===== config.mk =====
export PLATFORM = sky130hd
export DESIGN_NAME = bcd_digit_streamer
export DESIGN_NICKNAME = d
export VERILOG_FILES = /design/src/rtl/bcd_digit_streamer.sv
export SDC_FILE = /design/constraint.sdc
export NUM_CORES = 1
export LEC_CHECK = 0
export ABC_AREA = 1
export BUFFER_PORTS_ARGS = -buffer_cell sky130_fd_sc_hd__buf_4
export CAP_MARGIN = 30
export CORE_ASPECT_RATIO = 1.25
export CORE_MARGIN = 5
export CORE_UTILIZATION = 43
export DETAILED_ROUTE_END_ITERATION = 6
export PLACE_DENSITY = 0.76
export SLEW_MARGIN = 20
export SYNTH_ARGS = -nofsm -noshare
export SYNTH_HDL_FRONTEND = slang
export SYNTH_SLANG_ARGS = --single-unit

===== constraint.sdc =====
create_clock -name clk -period 1.1 [get_ports clk]
set_input_delay 0.22 -clock clk [delete_from_list [all_inputs] [get_ports clk]]
set_output_delay 0.22 -clock clk [all_outputs]
set_load 0.01 [all_outputs]

===== src/rtl/bcd_digit_streamer.sv =====
// Captures a packed BCD word on load and streams its digits MSD first over
// valid/ready, flagging leading zeros so the renderer can blank them in place.
module bcd_digit_streamer #(
    parameter int NUM_BCD    = 3,
    parameter bit LEAD_BLANK = 1'b1,
    localparam int IDX_W     = (NUM_BCD > 1) ? $clog2(NUM_BCD) : 1
) (
    input  logic                   clk,
    input  logic                   rst_n,
    input  logic [4*NUM_BCD-1:0]   bcd_in,
    input  logic                   load,
    output logic                   busy,
    output logic                   digit_valid,
    input  logic                   digit_ready,
    output logic [3:0]             digit,
    output logic [IDX_W-1:0]       digit_idx,
    output logic                   digit_blank,
    output logic                   digit_last,
    output logic                   done
);

    // state  | meaning
    // IDLE   | waiting for load; done pulses here for one cycle after a stream
    // STREAM | presenting shadow digit idx, stepping down on each handshake
    typedef enum logic {IDLE, STREAM} state_t;

    state_t                 state, state_nxt;
    logic [4*NUM_BCD-1:0]   shadow, shadow_nxt;
    logic [IDX_W-1:0]       idx, idx_nxt;
    logic                   done_q, done_nxt;
    logic                   active, hs, cur_last, higher_zero;
    logic [3:0]             cur_digit;

    assign active    = (state == STREAM);
    assign cur_digit = shadow[4*idx +: 4];
    assign cur_last  = (idx == '0);
    assign hs        = active & digit_ready;

    // Codes 10..15 are non-zero here, so they stop the leading-zero run.
    always_comb begin
        higher_zero = 1'b1;
        for (int j = 0; j < NUM_BCD; j++) begin
            if ((IDX_W'(j) > idx) && (shadow[4*j +: 4] != 4'd0))
                higher_zero = 1'b0;
        end
    end

    always_comb begin
        state_nxt  = state;
        shadow_nxt = shadow;
        idx_nxt    = idx;
        done_nxt   = 1'b0;
        case (state)
            IDLE: begin
                if (load) begin
                    shadow_nxt = bcd_in;
                    idx_nxt    = IDX_W'(NUM_BCD - 1);
                    state_nxt  = STREAM;
                end
            end
            STREAM: begin
                if (hs) begin
                    if (cur_last) begin
                        state_nxt = IDLE;
                        done_nxt  = 1'b1;
                        idx_nxt   = '0;
                    end else begin
                        idx_nxt = idx - IDX_W'(1);
                    end
                end
            end
            default: state_nxt = IDLE;
        endcase
    end

    always_ff @(posedge clk or negedge rst_n) begin
        if (!rst_n) begin
            state  <= IDLE;
            shadow <= '0;
            idx    <= '0;
            done_q <= 1'b0;
        end else begin
            state  <= state_nxt;
            shadow <= shadow_nxt;
            idx    <= idx_nxt;
            done_q <= done_nxt;
        end
    end

    // Digit outputs are gated so everything reads 0 outside a stream.
    assign busy        = active;
    assign digit_valid = active;
    assign digit       = active ? cur_digit : 4'd0;
    assign digit_idx   = active ? idx : '0;
    assign digit_last  = active & cur_last;
    assign digit_blank = LEAD_BLANK && active && !cur_last
                         && (cur_digit == 4'd0) && higher_zero;
    assign done        = done_q;

endmodule


==> flow_metrics.env, run 1 <==
export IMPL_status="complete, but fails checks"
export IMPL_violations="negative setup slack"
export IMPL_p_leak_nw=0.700
export IMPL_synth_top_family_by_area="simple AND/OR/NAND/NOR gates"
export IMPL_crit_fanout=7
export IMPL_crit_start="idx[0]"
export IMPL_dp_cells=144
export IMPL_placed_area_um2=1090
export IMPL_setup_viol=22
export IMPL_utilization=0.754
export IMPL_rr_startpoint="idx[0]"
export IMPL_path_delay_family="flip-flops"
export IMPL_rsz0062_at_grt="yes"
export IMPL_setup_ws_ns=-0.590
export IMPL_pre_cts_slack_ns=-0.309
export IMPL_whs_ns=0.152
export IMPL_path_cells="inv_4 -> nand2_4 -> nor2_2 -> a21oi_2 -> buf_4 -> nor2_1 -> buf_4"
export IMPL_cp_buffers_inverters=3
export IMPL_ys_types=15
export IMPL_drive_gt1_frac=0.594
export IMPL_syn_area_um2=813
export IMPL_synth_mux_area_fraction=0.111
export IMPL_multiInputGateArea_um2=463
export IMPL_post_route_cell_area_um2=1350
export IMPL_final_cell_mix="buf_4, nand2_1, dfrtp_1"
export IMPL_worst_setup_path_type="reg -> out"
export IMPL_insertion_delay_ns=0.29
export IMPL_clock_sinks=16
export IMPL_syn_nets=109
export IMPL_crit_path_end="digit[1]"
export IMPL_grt_first_pass_wirelength_um=3310
export IMPL_post_synth_inst_count=93
export IMPL_cpMaxStageDelayCell="dfrtp_2"
export IMPL_via_count=808
export IMPL_swShare=0.415
export IMPL_final_common_cell="buf_4"
export IMPL_fin_nets=155
export IMPL_max_freq_mhz=592
export IMPL_maxSlewViolCount=0
export IMPL_die_x_um=48.9
export IMPL_overflow=0
export IMPL_cts_max_level=1
export IMPL_fin_cells=157
export IMPL_slowest_delay_ns=0.47
export IMPL_wirelength_um=2260
export IMPL_powerDensity_nw_per_um2=3090
export IMPL_drv_cap=0
export IMPL_antenna_found_initial=0
export IMPL_reg2reg_to="idx[0]"
export IMPL_start_kind="flip-flop"
export IMPL_ys_seq_area_frac=0.492
export IMPL_hold_viol=0
export IMPL_reg2reg_slack_ns=-0.07
export IMPL_die_h_um=58.6
export IMPL_cp_required_ns=0.88
export IMPL_avgSynthCellArea_um2=8.74
export IMPL_crit_cells=7
export IMPL_gp_congestion=0.966
export IMPL_first_global_vias=746
export IMPL_n_antenna_cell=0
export IMPL_synth_simple_area_share=0.231
export IMPL_p_comb_frac=0.648
export IMPL_final_period_utilization=1.54
export IMPL_worst_slew_pin_slew_ns=0.212
export IMPL_cts_buffers=3
export IMPL_internal_power_mw=2.44
export IMPL_synth_fa_ha_area_frac=0
export IMPL_tns_ns=-4.37
export IMPL_drtIter0Drc=16
export IMPL_ctsRootBufferMaster="clkbuf_4"
export IMPL_path_common_cell="buf_4"
export IMPL_skew_ns=0.00480
export IMPL_clockBufferDepth=2
export IMPL_crit_path_end_kind="output pin"
export IMPL_hold_path_class="in -> reg"
export IMPL_grt_start_max_net_pins=17
export IMPL_p_sw_mw=1.73
export IMPL_io_pins=27
export IMPL_grt_usage=0.148
export IMPL_nFillCells=111
export IMPL_reg2reg_depth=5
export IMPL_ir_worst_vdd_mv=2.09
export IMPL_arrival_ns=1.47
export IMPL_max_slew_margin=0.859
export IMPL_io_buffer_count=26
export IMPL_synth_compound_area_frac=0.0800
export IMPL_drc=0
export IMPL_avgViaCountPerCell=5.15
export IMPL_min_period_ns=1.69
export IMPL_tritoncts="yes"
export IMPL_avgRoutedWirePerCell_um=14.4
export IMPL_yosysWarningCount=0
export IMPL_die_area_um2=2870
export IMPL_start_util=0.455
export IMPL_hpwl_um=1460
export IMPL_row_count=17
export IMPL_p_clk_frac=0.079
export IMPL_syn_to_final_growth_pct=65.7
export IMPL_power_total_mw=4.16
export IMPL_core_area_um2=1790
export IMPL_p_seq_frac=0.273
export IMPL_clk_pin_slew_ns=0.09
export IMPL_drtPass1Iterations=4
export IMPL_final_seq_area_um2=404
export IMPL_postRouteAntennaNets=0
export IMPL_synth_seq_cells=16
export IMPL_synth_xor_area_frac=0
[worst reg2reg max path, stage by stage (launching register included)]
cell and delay [ns]:
dfrtp_2 0.47, inv_4 0.11, nand2_4 0.09, buf_4 0.14
buf_4 0.12, a22oi_1 0.16
[how the worst min path moves through the flow]
stage	startpoint	to	slack, ns	depth (start not counted)
2_1_floorplan	rst_n	busy	-0.08	0
3_3_place_gp	rst_n	shadow[2]	0.09	1
3_5_place_dp	rst_n	shadow[2]	0.09	1
4_1_cts	bcd_in[6]	shadow[6]	0.13	2
5_1_grt	bcd_in[6]	shadow[6]	0.15	2
6_report	bcd_in[6]	shadow[6]	0.15	2
[cells in the mapped netlist (all sizes together)]
master  count  share of area
mux2        8           0.11
dfrtp      16           0.49
o21ai       2          0.012
nand3       3          0.018
a21oi       8          0.058
inv        10          0.049
buf         3          0.037
nor2       20          0.092
a22oi       1         0.0092
nand2      22           0.12
[power groups by stage]
stage / Combinational (mW) / Clock, mW / Sequential, mW
floorplan: 1.12 / 0 / 1.06
global placement: 1.80 / 0 / 1.13
detailed placement: 1.85 / 0 / 1.14
CTS: 2.23 / 0.338 / 1.14
global route: 2.90 / 0.352 / 1.18
finish: 2.70 / 0.328 / 1.14
[routing by layer]
metal	GRT usage	share of wire	vias up
li1	-	-	389
met5	0	0	-
met4	0.0962	0.024	0
met3	0.0253	0.078	6
met1	0.170	0.40	373
met2	0.252	0.50	40
[flip-flops by register name (all words and copies together) (netlist names)]
signal,count
shadow,12
idx,2
busy,1
done,1
[repair_timing]
item | in CTS | in global routing
pin swaps | 7 | 8
hold buffers | 1 | 0
resized for setup | 25 | 17
endpoints found under the hold margin | 16 | 0
setup endpoints to repair | 24 | 24
setup buffers | 2 | 4
gates cloned | 1 | 1
[cell families after synthesis]
group | after synthesis
simple gates | 45
flops | 16
buf+inv | 13
compound gates | 11
mux | 8
[final cells by class]
class                   instances  share of cell area
repair buffers                 43               0.280
flip-flops and latches         16               0.300
multi-input cells              65               0.344
well taps                      19              0.0176
clock buffers                   4              0.0195
inverters                      10              0.0390
Note: power is estimated with default switching activity, not from simulation.
==> run 2, diff against run 1 <==
--- a/config.mk
+++ b/config.mk
@@ -13,6 +13,7 @@
 export CORE_UTILIZATION = 43
 export DETAILED_ROUTE_END_ITERATION = 6
 export PLACE_DENSITY = 0.76
+export REMOVE_ABC_BUFFERS = 1
 export SLEW_MARGIN = 20
 export SYNTH_ARGS = -nofsm -noshare
 export SYNTH_HDL_FRONTEND = slang
==> flow_metrics.env, run 2 (synthesis results as in run 1) <==
export IMPL_setup_ws_ns=-0.585
export IMPL_maxSlewViolCount=0
export IMPL_core_area_um2=1790
export IMPL_nFillCells=128
export IMPL_overflow=0
export IMPL_max_freq_mhz=593
export IMPL_powerDensity_nw_per_um2=3050
export IMPL_crit_path_end_kind="output pin"
export IMPL_cpMaxStageDelayCell="dfrtp_2"
export IMPL_drc=0
export IMPL_first_global_vias=781
export IMPL_status="complete, but fails checks"
export IMPL_worst_setup_path_type="reg -> out"
export IMPL_cp_buffers_inverters=3
export IMPL_violations="negative setup slack"
export IMPL_ctsRootBufferMaster="clkbuf_4"
export IMPL_cp_required_ns=0.88
export IMPL_path_cells="inv_4 -> nand2_4 -> nor2_2 -> a21oi_2 -> buf_4 -> nor2_1 -> buf_4"
export IMPL_utilization=0.708
export IMPL_drtIter0Drc=22
export IMPL_antenna_found_initial=0
export IMPL_largestRegisters="shadow (12), idx (2)"
export IMPL_top_register="shadow"
export IMPL_avgRoutedWirePerCell_um=13.5
export IMPL_crit_fanout=8
export IMPL_grt_usage=0.150
export IMPL_p_leak_nw=0.664
export IMPL_drive_gt1_frac=0.530
export IMPL_io_buffer_count=26
export IMPL_tns_ns=-4.18
export IMPL_placed_area_um2=1080
export IMPL_clockBufferDepth=2
export IMPL_io_pins=27
export IMPL_clock_sinks=16
export IMPL_avgViaCountPerCell=5.14
export IMPL_cts_max_level=1
export IMPL_die_area_um2=2870
export IMPL_cts_buffers=3
export IMPL_hpwl_um=1400
export IMPL_start_kind="flip-flop"
export IMPL_gp_congestion=0.967
export IMPL_start_util=0.455
export IMPL_grt_first_pass_wirelength_um=3350
export IMPL_clk_pin_slew_ns=0.09
export IMPL_slowest_delay_ns=0.48
export IMPL_final_common_cell="buf_4"
export IMPL_n_antenna_cell=0
export IMPL_min_period_ns=1.69
export IMPL_worst_slew_pin_slew_ns=0.209
export IMPL_hold_path_class="in -> reg"
export IMPL_drtPass1Iterations=4
export IMPL_fin_nets=152
export IMPL_grt_start_max_net_pins=17
export IMPL_setup_viol=21
export IMPL_die_x_um=48.9
export IMPL_insertion_delay_ns=0.30
export IMPL_max_slew_margin=0.861
export IMPL_drv_cap=0
export IMPL_path_delay_family="flip-flops"
export IMPL_final_cell_mix="buf_4, nand2_1, dfrtp_1"
export IMPL_final_period_utilization=1.53
export IMPL_largest_reg_flops=12
export IMPL_fin_cells=153
export IMPL_tritoncts="yes"
export IMPL_die_h_um=58.6
export IMPL_arrival_ns=1.47
export IMPL_ir_worst_vdd_mv=1.72
export IMPL_postRouteAntennaNets=0
export IMPL_hold_viol=0
export IMPL_dp_cells=144
export IMPL_via_count=786
export IMPL_post_route_cell_area_um2=1260
export IMPL_skew_ns=0.00285
export IMPL_syn_to_final_growth_pct=55.5
export IMPL_row_count=17
export IMPL_rsz0062_at_grt="yes"
export IMPL_wirelength_um=2070
export IMPL_path_common_cell="buf_4"
==> run 2: cell count changes in the layout (fill, tap and decap cells not counted), sizes merged <==
| cell | change |
|---|---|
| clkbuf | -2 |
| buf | -2 |
==> run 2: power breakdown <==
part / internal (mW) / leakage [nW] / switching [mW] / total (mW)
clock: 0.128 / 0.0138 / 0.188 / 0.315
sequential: 0.883 / 0.182 / 0.246 / 1.13
combinational: 1.26 / 0.468 / 1.15 / 2.41
total: 2.27 / 0.664 / 1.58 / 3.85
==> run 2: layout make-up <==
cell class              instances  area (µm²)  share of cell area
well taps                      19        23.8              0.0188
multi-input cells              65         417               0.329
clock buffers                   3        22.5              0.0178
inverters                      10        52.6              0.0415
repair buffers                 40         345               0.273
flip-flops and latches         16         404               0.319
==> run 2: worst paths after layout <==
kind                       slack (ns)         to      start  depth (start not counted)
max in group asynchronous        0.60       busy      rst_n                          2
min in group asynchronous        0.31  shadow[4]      rst_n                          2
max                             -0.59   digit[2]     idx[0]                          7
min                              0.13  shadow[6]  bcd_in[6]                          2
max reg2reg                     -0.06       busy     idx[1]                          5
min reg2reg                      0.52  shadow[1]  shadow[1]                          1
==> run 2: layer usage <==
metal  GRT usage  routed length (µm)  vias to the layer above
met5           0                   0                        -
met4      0.0808                  42                        0
met3      0.0456                 145                        5
met2       0.271                1120                       32
met1       0.154                 754                      375
li1            -                   -                      374
==> run 2: per-stage QoR <==
step	setup slack [ns]	hold slack, ns	total power, mW
after detailed placement	-0.288	0.0889	2.96
after floorplan	-0.150	-0.0756	2.07
final	-0.585	0.129	3.85
after global placement	-0.260	0.0869	2.91
after CTS	-0.531	0.134	3.53
after global routing	-0.672	0.126	4.12
==> run 2: timing repair <==
action,CTS,global route
buffers inserted,0,4
pin swaps,3,3
endpoints found under the hold margin,16,0
gates resized for setup,20,15
hold buffers,1,0
setup endpoints to repair,13,19
cloned,1,0
